<file path="src/rtl/pd_reset_ctrl.sv">
// USB-PD hard/cable reset transmit controller: drives PHY request/retry sequencing,
// keeps sticky ALERT status and the receive-detect / byte-count register images.
module pd_reset_ctrl #(
  parameter int DATA_W      = 8,
  parameter int ALERT_W     = 16,
  parameter int RETRY_MAX   = 3,
  parameter int ACK_TIMEOUT = 16
) (
  input  logic               CLK,
  input  logic               reset,
  input  logic               TX_WR,
  input  logic [DATA_W-1:0]  ioTRANSMIT,
  input  logic               PHY_ACK,
  input  logic               PHY_RX_HARD_RESET,
  input  logic               RX_BYTE,
  input  logic [ALERT_W-1:0] ALERT_CLR,
  output logic [DATA_W-1:0]  oTRANSMIT,
  output logic               PHY_TX_REQ,
  output logic [ALERT_W-1:0] ALERT,
  output logic [DATA_W-1:0]  oRECEIVE_DETECT,
  output logic [DATA_W-1:0]  oRECEIVE_BYTE_COUNT,
  output logic               PHY_Stop_Attempting_Reset,
  output logic               BUSY
);

  localparam int TW = $clog2(ACK_TIMEOUT + 1);
  localparam int RW = (RETRY_MAX < 1) ? 1 : $clog2(RETRY_MAX + 1);
  localparam logic [TW-1:0] TMR_LOAD  = TW'(ACK_TIMEOUT);
  localparam logic [RW-1:0] RETRY_LIM = RW'(RETRY_MAX);
  localparam logic [2:0]    CMD_HARD  = 3'b101;
  localparam logic [2:0]    CMD_CABLE = 3'b110;

  typedef enum logic [2:0] {IDLE, SEND, WAIT_ACK, SUCCESS, FAIL} state_t;

  state_t             state_q, state_d;
  logic [TW-1:0]      tmr_q, tmr_d;
  logic [RW-1:0]      retry_q, retry_d;
  logic [DATA_W-1:0]  xmit_q, xmit_d;
  logic [DATA_W-1:0]  det_q, det_d;
  logic [DATA_W-1:0]  cnt_q, cnt_d;
  logic [ALERT_W-1:0] alert_q, alert_d;
  logic [ALERT_W-1:0] set_mask;
  logic               stop_q, stop_d;
  logic               req_q, req_d;
  logic               busy;

  assign busy = (state_q != IDLE);

  always_comb begin
    state_d  = state_q;
    tmr_d    = tmr_q;
    retry_d  = retry_q;
    xmit_d   = xmit_q;
    det_d    = det_q;
    cnt_d    = cnt_q;
    stop_d   = stop_q;
    set_mask = '0;

    if (TX_WR && busy) set_mask[5] = 1'b1;
    if (RX_BYTE && !busy && (cnt_q != '1)) cnt_d = cnt_q + 1'b1;

    case (state_q)
      IDLE: begin
        if (TX_WR && ((ioTRANSMIT[2:0] == CMD_HARD) || (ioTRANSMIT[2:0] == CMD_CABLE))) begin
          state_d = SEND;
          xmit_d  = ioTRANSMIT;
          retry_d = '0;
          stop_d  = 1'b0;
        end
      end
      SEND: begin
        tmr_d   = TMR_LOAD;
        state_d = WAIT_ACK;
      end
      WAIT_ACK: begin
        // The final count cycle still honours a late PHY_ACK.
        if (tmr_q != '0) tmr_d = tmr_q - 1'b1;
        if (PHY_ACK) begin
          state_d = SUCCESS;
        end else if (tmr_q <= TW'(1)) begin
          if (retry_q < RETRY_LIM) begin
            retry_d = retry_q + 1'b1;
            state_d = SEND;
          end else begin
            state_d = FAIL;
          end
        end
      end
      SUCCESS: begin
        set_mask[6] = 1'b1;
        cnt_d       = '0;
        if (xmit_q[2:0] == CMD_HARD) det_d = '0;
        state_d     = IDLE;
      end
      FAIL: begin
        set_mask[4] = 1'b1;
        stop_d      = 1'b1;
        state_d     = IDLE;
      end
      default: state_d = IDLE;
    endcase

    // A partner hard reset overrides whatever the sequencer was doing.
    if (PHY_RX_HARD_RESET) begin
      state_d     = IDLE;
      xmit_d      = xmit_q;
      stop_d      = stop_q;
      set_mask[4] = 1'b0;
      set_mask[6] = 1'b0;
      set_mask[3] = 1'b1;
      det_d       = '0;
      cnt_d       = '0;
    end

    req_d   = (state_d == SEND);
    alert_d = (alert_q & ~ALERT_CLR) | set_mask;
  end

  always_ff @(posedge CLK or posedge reset) begin
    if (reset) begin
      state_q <= IDLE;
      tmr_q   <= '0;
      retry_q <= '0;
      xmit_q  <= '0;
      det_q   <= '1;
      cnt_q   <= '0;
      alert_q <= '0;
      stop_q  <= 1'b0;
      req_q   <= 1'b0;
    end else begin
      state_q <= state_d;
      tmr_q   <= tmr_d;
      retry_q <= retry_d;
      xmit_q  <= xmit_d;
      det_q   <= det_d;
      cnt_q   <= cnt_d;
      alert_q <= alert_d;
      stop_q  <= stop_d;
      req_q   <= req_d;
    end
  end

  assign oTRANSMIT                 = xmit_q;
  assign PHY_TX_REQ                = req_q;
  assign ALERT                     = alert_q;
  assign oRECEIVE_DETECT           = det_q;
  assign oRECEIVE_BYTE_COUNT       = cnt_q;
  assign PHY_Stop_Attempting_Reset = stop_q;
  assign BUSY                      = busy;

endmodule
</file>
<file path="config.mk">
export PLATFORM = sky130hd
export DESIGN_NAME = pd_reset_ctrl
export DESIGN_NICKNAME = d
export VERILOG_FILES = /design/src/rtl/pd_reset_ctrl.sv
export SDC_FILE = /design/constraint.sdc
export NUM_CORES = 1
export LEC_CHECK = 0
export BUFFER_PORTS_ARGS = -buffer_cell sky130_fd_sc_hd__buf_2
export CORE_MARGIN = 10
export CORE_UTILIZATION = 48
export DETAILED_ROUTE_END_ITERATION = 8
export PLACE_DENSITY = 0.76
export SYNTH_ARGS = -nofsm -noshare
export SYNTH_HDL_FRONTEND = slang
export SYNTH_SLANG_ARGS = --single-unit
</file>
<file path="constraint.sdc">
create_clock -name CLK -period 4.9 [get_ports CLK]
set_input_delay 0.245 -clock CLK [delete_from_list [all_inputs] [get_ports CLK]]
set_output_delay 0.245 -clock CLK [all_outputs]
set_load 0.01 [all_outputs]
</file>
==> Word-level counts from Yosys, hierarchy flattened <==
Cells that the tools add are included.
{ "totals": {"ff_bits": 52, "latchBits": 0, "ram_bits": 0, "rom_bits": 0, "output_inout_bits": 43, "wordCells": 78, "n_memories": 0} }
{ "op_classes": {"n_addsub": 3, "mul": 0, "div": 0, "magnitude_cmp": 2, "n_eq_ne": 14, "n_shift": 0, "muxes": 26, "bitwise_logic": 4, "n_reduce_logical": 20} }
{ "op_table": {"columns": ["cell", "count"], "rows": [
  ["$mux 8", 6],
  ["$and 16x16->16", 1],
  ["$not 16->16", 1],
  ["$or 16x7->16", 1],
  ["$mux 3", 5],
  ["$eq 3x3->1 const B", 4],
  ["$mux 2", 5],
  ["$ne 2x2->1 const B", 5],
  ["$pmux 5 s2", 1],
  ["$reduce_bool 2->1", 5],
  ["$pmux 3 s3", 1],
  ["$add 8x1->8 const B", 1],
  ["$ne 8x8->1 const B", 1],
  ["$eq 3x1->1 const B", 2],
  ["$eq 3x2->1 const B", 2],
  ["$reduce_and 3->1", 2],
  ["$reduce_bool 3->1", 2],
  ["$le 5x1->1 const B", 1],
  ["$mux 1", 5],
  ["$mux 5", 1],
  ["$reduce_and 5->1", 1],
  ["$reduce_bool 5->1", 1],
  ["$sub 5x1->5 const B", 1],
  ["$logic_and 1x1->1", 4],
  ["9 further kinds", 10]
]} }

==> Depth between registers and ports, before layout <==
{ "depth": {"word_depth": 7, "ltp_mapped": 6, "mapped_depth_nobuf": 5} }

==> Worst setup path before layout <==
No wires, ideal clock.
{ "synth_timing": {"kind": "reg2reg", "from": "register state_q[2]", "to": "register cnt_q[4], in the netlist oRECEIVE_BYTE_COUNT[4]", "setup_ns": 0.066, "arrival_time_ns": 1.846, "t_required_ns": 4.834, "setup_slack_ns": 2.988, "path_stages_with_launch": 7, "path_buffers": 2, "cell_sequence": "dfrtp_1 -> buf_6 -> or4b_4 -> o21bai_4 -> buf_6 -> or4_1 -> nand2_1"} }
{ "synth_via": {"elab_chain_cells": 5, "word_cells_on_any_way": 8, "classes_between": "1 x eq/ne; 2 x mux; 5 x reduce/logical"} }
{ "synth_rtl": {"columns": ["item", "line", "source"], "rows": [
  ["from (decl)", "35", "state_t state_q, state_d;"],
  ["from (signal assigned)", "131", "state_q <= state_d;"],
  ["$reduce_bool 3->1", "47", "assign busy = (state_q != IDLE);"],
  ["$logic_not 1->1", "60", "if (RX_BYTE && !busy && (cnt_q != '1)) cnt_d = cnt_q + 1'b1;"],
  ["$logic_and 1x1->1 (2 in series)", "60", null],
  ["$reduce_bool 3->1 (no line)", null, null],
  ["to (signal assigned)", "136", "cnt_q <= cnt_d;"],
  ["to (decl)", "40", "logic [DATA_W-1:0] cnt_q, cnt_d;"]
]} }
Several ways; a longest one is shown, not always the timed one.
A chain may end at the register's enable or synchronous reset.

==> Worst setup path in the final report <==
{ "layout_timing": {"from": "register state_q[2]", "to": "register xmit_q[7], in the netlist oTRANSMIT[7]"} }
{ "layout_via": {"elab_chain_cells": 2} }
{ "layout_rtl": {"columns": ["item", "line", "source"], "rows": [
  ["$logic_not 3->1", "62", "case (state_q)"],
  ["$reduce_and 3->1 (no line)", null, null],
  ["to (signal assigned)", "134", "xmit_q <= xmit_d;"],
  ["to (decl)", "38", "logic [DATA_W-1:0] xmit_q, xmit_d;"]
]} }
No other way between the ends.

==> results.md <==
- DP Area: ~0.0024 mm2
- WS Path Type: reg -> reg
- Gpl congestion: 0.779
- Critical path destination: oTRANSMIT[7]$_DFFE_PP0P_
- FP Rows: 23
- Worst Path Required: around 5100 ps
- CTS root buf: clkbuf_8
- Finish-stage setup viols: 0
- #FFs+latches synth: 45
- Die X: roughly 85 um
- Sequential Area: around 0.0011 mm2
- Post-synthesis sequential area ratio: between 50 and 60%
- Initial Utilization: around half
- Pwr per Cell Area: approximately 370 mW/mm2
- Max cap viols: 0
- TritonCTS Buffers: 5
- Post-CTS Setup Bufs: 0
- RSZ-0062 raised after global routing: no
- Total GRT Usage: a little over an eighth
- Yosys cell types: 45
- Crit path max-delay family: simple AND/OR/NAND/NOR gates
- Die H: 85.5 um
- Setup TNS: 0 ps
- Detailed placement HPWL: around 3600 um
- Tightest Hold Check Type: in -> async
- H-tree Lvls: 2
- Initial antenna violation count: 0
- Fin. max-slew vios: 0
- # IOs: 73
- Cell area after synthesis: 0.00206 mm2
- WL per Instance: about 16 um
- Largest net degree at the start of global routing: 46
- Post-route cell area: roughly 0.0025 mm2
- Multi-input gate area: between 700 and 800 um2
- Clk Latency, worst-skew pair: just under 300 ps
- NumNets Final: between 200 and 300
- DRT antenna net count: 0
- Syn_area_per_cell: 11.2 um2
- Origin of the worst setup path: state_q[2]$_DFF_PP0_
- CP arrival: 2200 ps
- Bufs on Longest Clock Path: 2
- EDFF count, synth: 0
- Final std cells w/o fill: between 300 and 400
- Core ar.: between 0.004 and 0.005 mm2
- Final core utilization: roughly 62%
- Crit start category: flip-flop
- Final min period: ~2000 ps
- CTS tree: done
- Layout cells sized above 1: a little under two fifths
- Initial DRC count: 77
- Status: finished clean
- DR pass1 iterations: 4
- Placed cell count: roughly 290
- R2R depth: 4
- Cts repair resizes: 0
- Via density: roughly 5.2
- Mapped Nets: 219
- Crit path largest cell delay: ~570 ps
- Critical-path cell list: nor3_1, nand4_1, nor2_1, mux2_2
- Grt ovf: 0
- Leak: 1.30 nW
- CP max-delay cell: nor2_1
- Clock sinks: 45
- CTS clk-pin slew, worst paths: around 80 ps
- First-pass GRT wire length: 8110 um
- Crit-path max FO: 10
- Worst-Margin Slew: ~700 ps
- Cts hold-fix bufs: 0
- Synth Warn #: 0
- Hold Violations, Final: 0
- Clock Skews: 4.98 ps
- Vias in the first global route: ~1700
- Diodes inserted: 0
- P&R area growth vs syn: 22.3%
- WP buf/inv: 0
- Cell depth of the worst setup path: 4
- Worst r2r src: state_q[2]$_DFF_PP0_
- Fill cells: approximately 360
- Ys flop type: dfrtp_1
- I/O Buffers: 72
- Reg2reg end: oTRANSMIT[7]$_DFFE_PP0P_
- DIE AREA: between 0.007 and 0.008 mm2
- Drt total wl: between 4000 and 5000 um
- Routed vias: approximately 1600
- Reg-to-reg setup timing slack: slightly below 3000 ps
- Synth async-reset ratio: between 90% and 100%
- Max-slew headroom: 53.3%
- DRC viols: 0
- Synthesized instance count: ~180
- Tcrit/Tclk final: around 41%
- Worst setup EP type: flip-flop
- Fmax achieved: ~500 MHz
- Peak VDD IR: around 0.21 mV
-- sequential cells by signal (all words and copies together), names as in the netlist --
register,cells
ALERT,16
PHY_Stop_Attempting_Reset,1
PHY_TX_REQ,1
oRECEIVE_BYTE_COUNT,8
oRECEIVE_DETECT,1
oTRANSMIT,8
retry_q,2
state_q,3
tmr_q,5
-- Yosys cell counts, types with 2 or more instances --
library cell / n / area share (%)
o31ai_1: 3 / 1.1
buf_2: 2 / 0.49
buf_6: 2 / 1.1
nor2b_1: 13 / 4.0
mux2_2: 6 / 3.3
or3b_2: 2 / 0.85
or4_1: 3 / 1.1
mux2i_1: 5 / 2.4
dfrtp_1: 44 / 54
or2_2: 2 / 0.61
nand2_1: 11 / 2.0
a21o_1: 2 / 0.73
nand2b_1: 2 / 0.61
o21ai_0: 4 / 0.97
o211ai_1: 3 / 1.1
ha_1: 5 / 3.0
inv_1: 14 / 2.6
nor2_1: 7 / 1.3
buf_4: 7 / 2.6
nand4_1: 3 / 0.91
o22ai_1: 2 / 0.61
a21oi_1: 6 / 1.5
nor3b_1: 3 / 1.1
or3_1: 3 / 0.91
nand3_1: 5 / 1.2
nor3_1: 5 / 1.2
xor2_1: 2 / 0.85
-- tightest hold or removal path: cells and delay by family --
family	cells	cell delay (ps)
buffers and inverters	3	580
-- final cells by class --
cell class | instances | share of cell area (%)
timing repair buffer | 73 | 14.6
inverter | 14 | 2.09
multi-input combinational | 112 | 31.2
sequential | 45 | 44.8
tap | 50 | 2.49
clock buffer | 6 | 3.28
clock inverter | 2 | 1.49
-- placed cells by master (no fill, tap or decap), drive strengths merged, types with 2 or more instances in the layout --
cell	Yosys	final
buf	12	73
dfrtp	44	44
inv	14	13
nor2b	13	13
nand2	11	11
nor2	7	7
mux2	6	6
a21oi	6	6
clkbuf	1	6
nor3	5	5
mux2i	5	5
nand3	5	5
ha	5	5
o21ai	4	4
or4	4	4
nor3b	3	3
nand4	3	3
o211ai	3	3
or3	3	3
o31ai	3	3
xor2	2	2
or2	2	2
nand2b	2	2
or3b	2	2
a21o	2	2
o22ai	2	2
o21bai	2	2
-- layer usage --
layer	vias to the layer above	track usage (%)	routed length, um
met5	-	0	0
met4	0	3.59	41
met3	5	6.31	491
met2	71	21.9	2170
met1	720	15.5	2050
li1	766	-	-
-- where the power goes --
part | internal [mW] | switching [mW]
clock network | 0.166 | 0.126
registers | 0.415 | 0.0380
logic | 0.0847 | 0.104
total | 0.665 | 0.267
-- through the flow --
step	power [mW]	worst slack (ps)	hold slack, ps
2_1_floorplan	0.581	2990	311
3_3_place_gp	0.643	2930	394
3_5_place_dp	0.650	2880	398
4_1_cts	0.939	2880	84.0
5_1_grt	0.992	2740	76.1
6_report	0.933	2880	70.1
-- cell families after synthesis --
| kind of cell | count (synthesis) | share of synthesized area (%) |
|---|---|---|
| AO/OA/AOI/OAI | 30 | 10.5 |
| XOR/XNOR | 3 | 1.28 |
| adder cells (fa/ha/maj) | 5 | 3.04 |
| buffers and inverters | 27 | 7.06 |
| flip-flops | 45 | 54.8 |
| multiplexers | 11 | 5.72 |
| AND/OR/NAND/NOR | 63 | 17.6 |
-- worst min-delay path by stage --
stage	end	slack, ps	startpoint
after floorplan	ALERT[0]$_DFF_PP0_	310	ALERT_CLR[0]
after CTS	ALERT[8]$_DFF_PP0_	80	ALERT_CLR[8]
after global routing	ALERT[9]$_DFF_PP0_	80	ALERT_CLR[9]
final	ALERT[1]$_DFF_PP0_	70	reset
after detailed placement	ALERT[15]$_DFF_PP0_	400	ALERT_CLR[15]
after global placement	ALERT[7]$_DFF_PP0_	390	ALERT_CLR[7]
(Power assumes the default switching activity.)
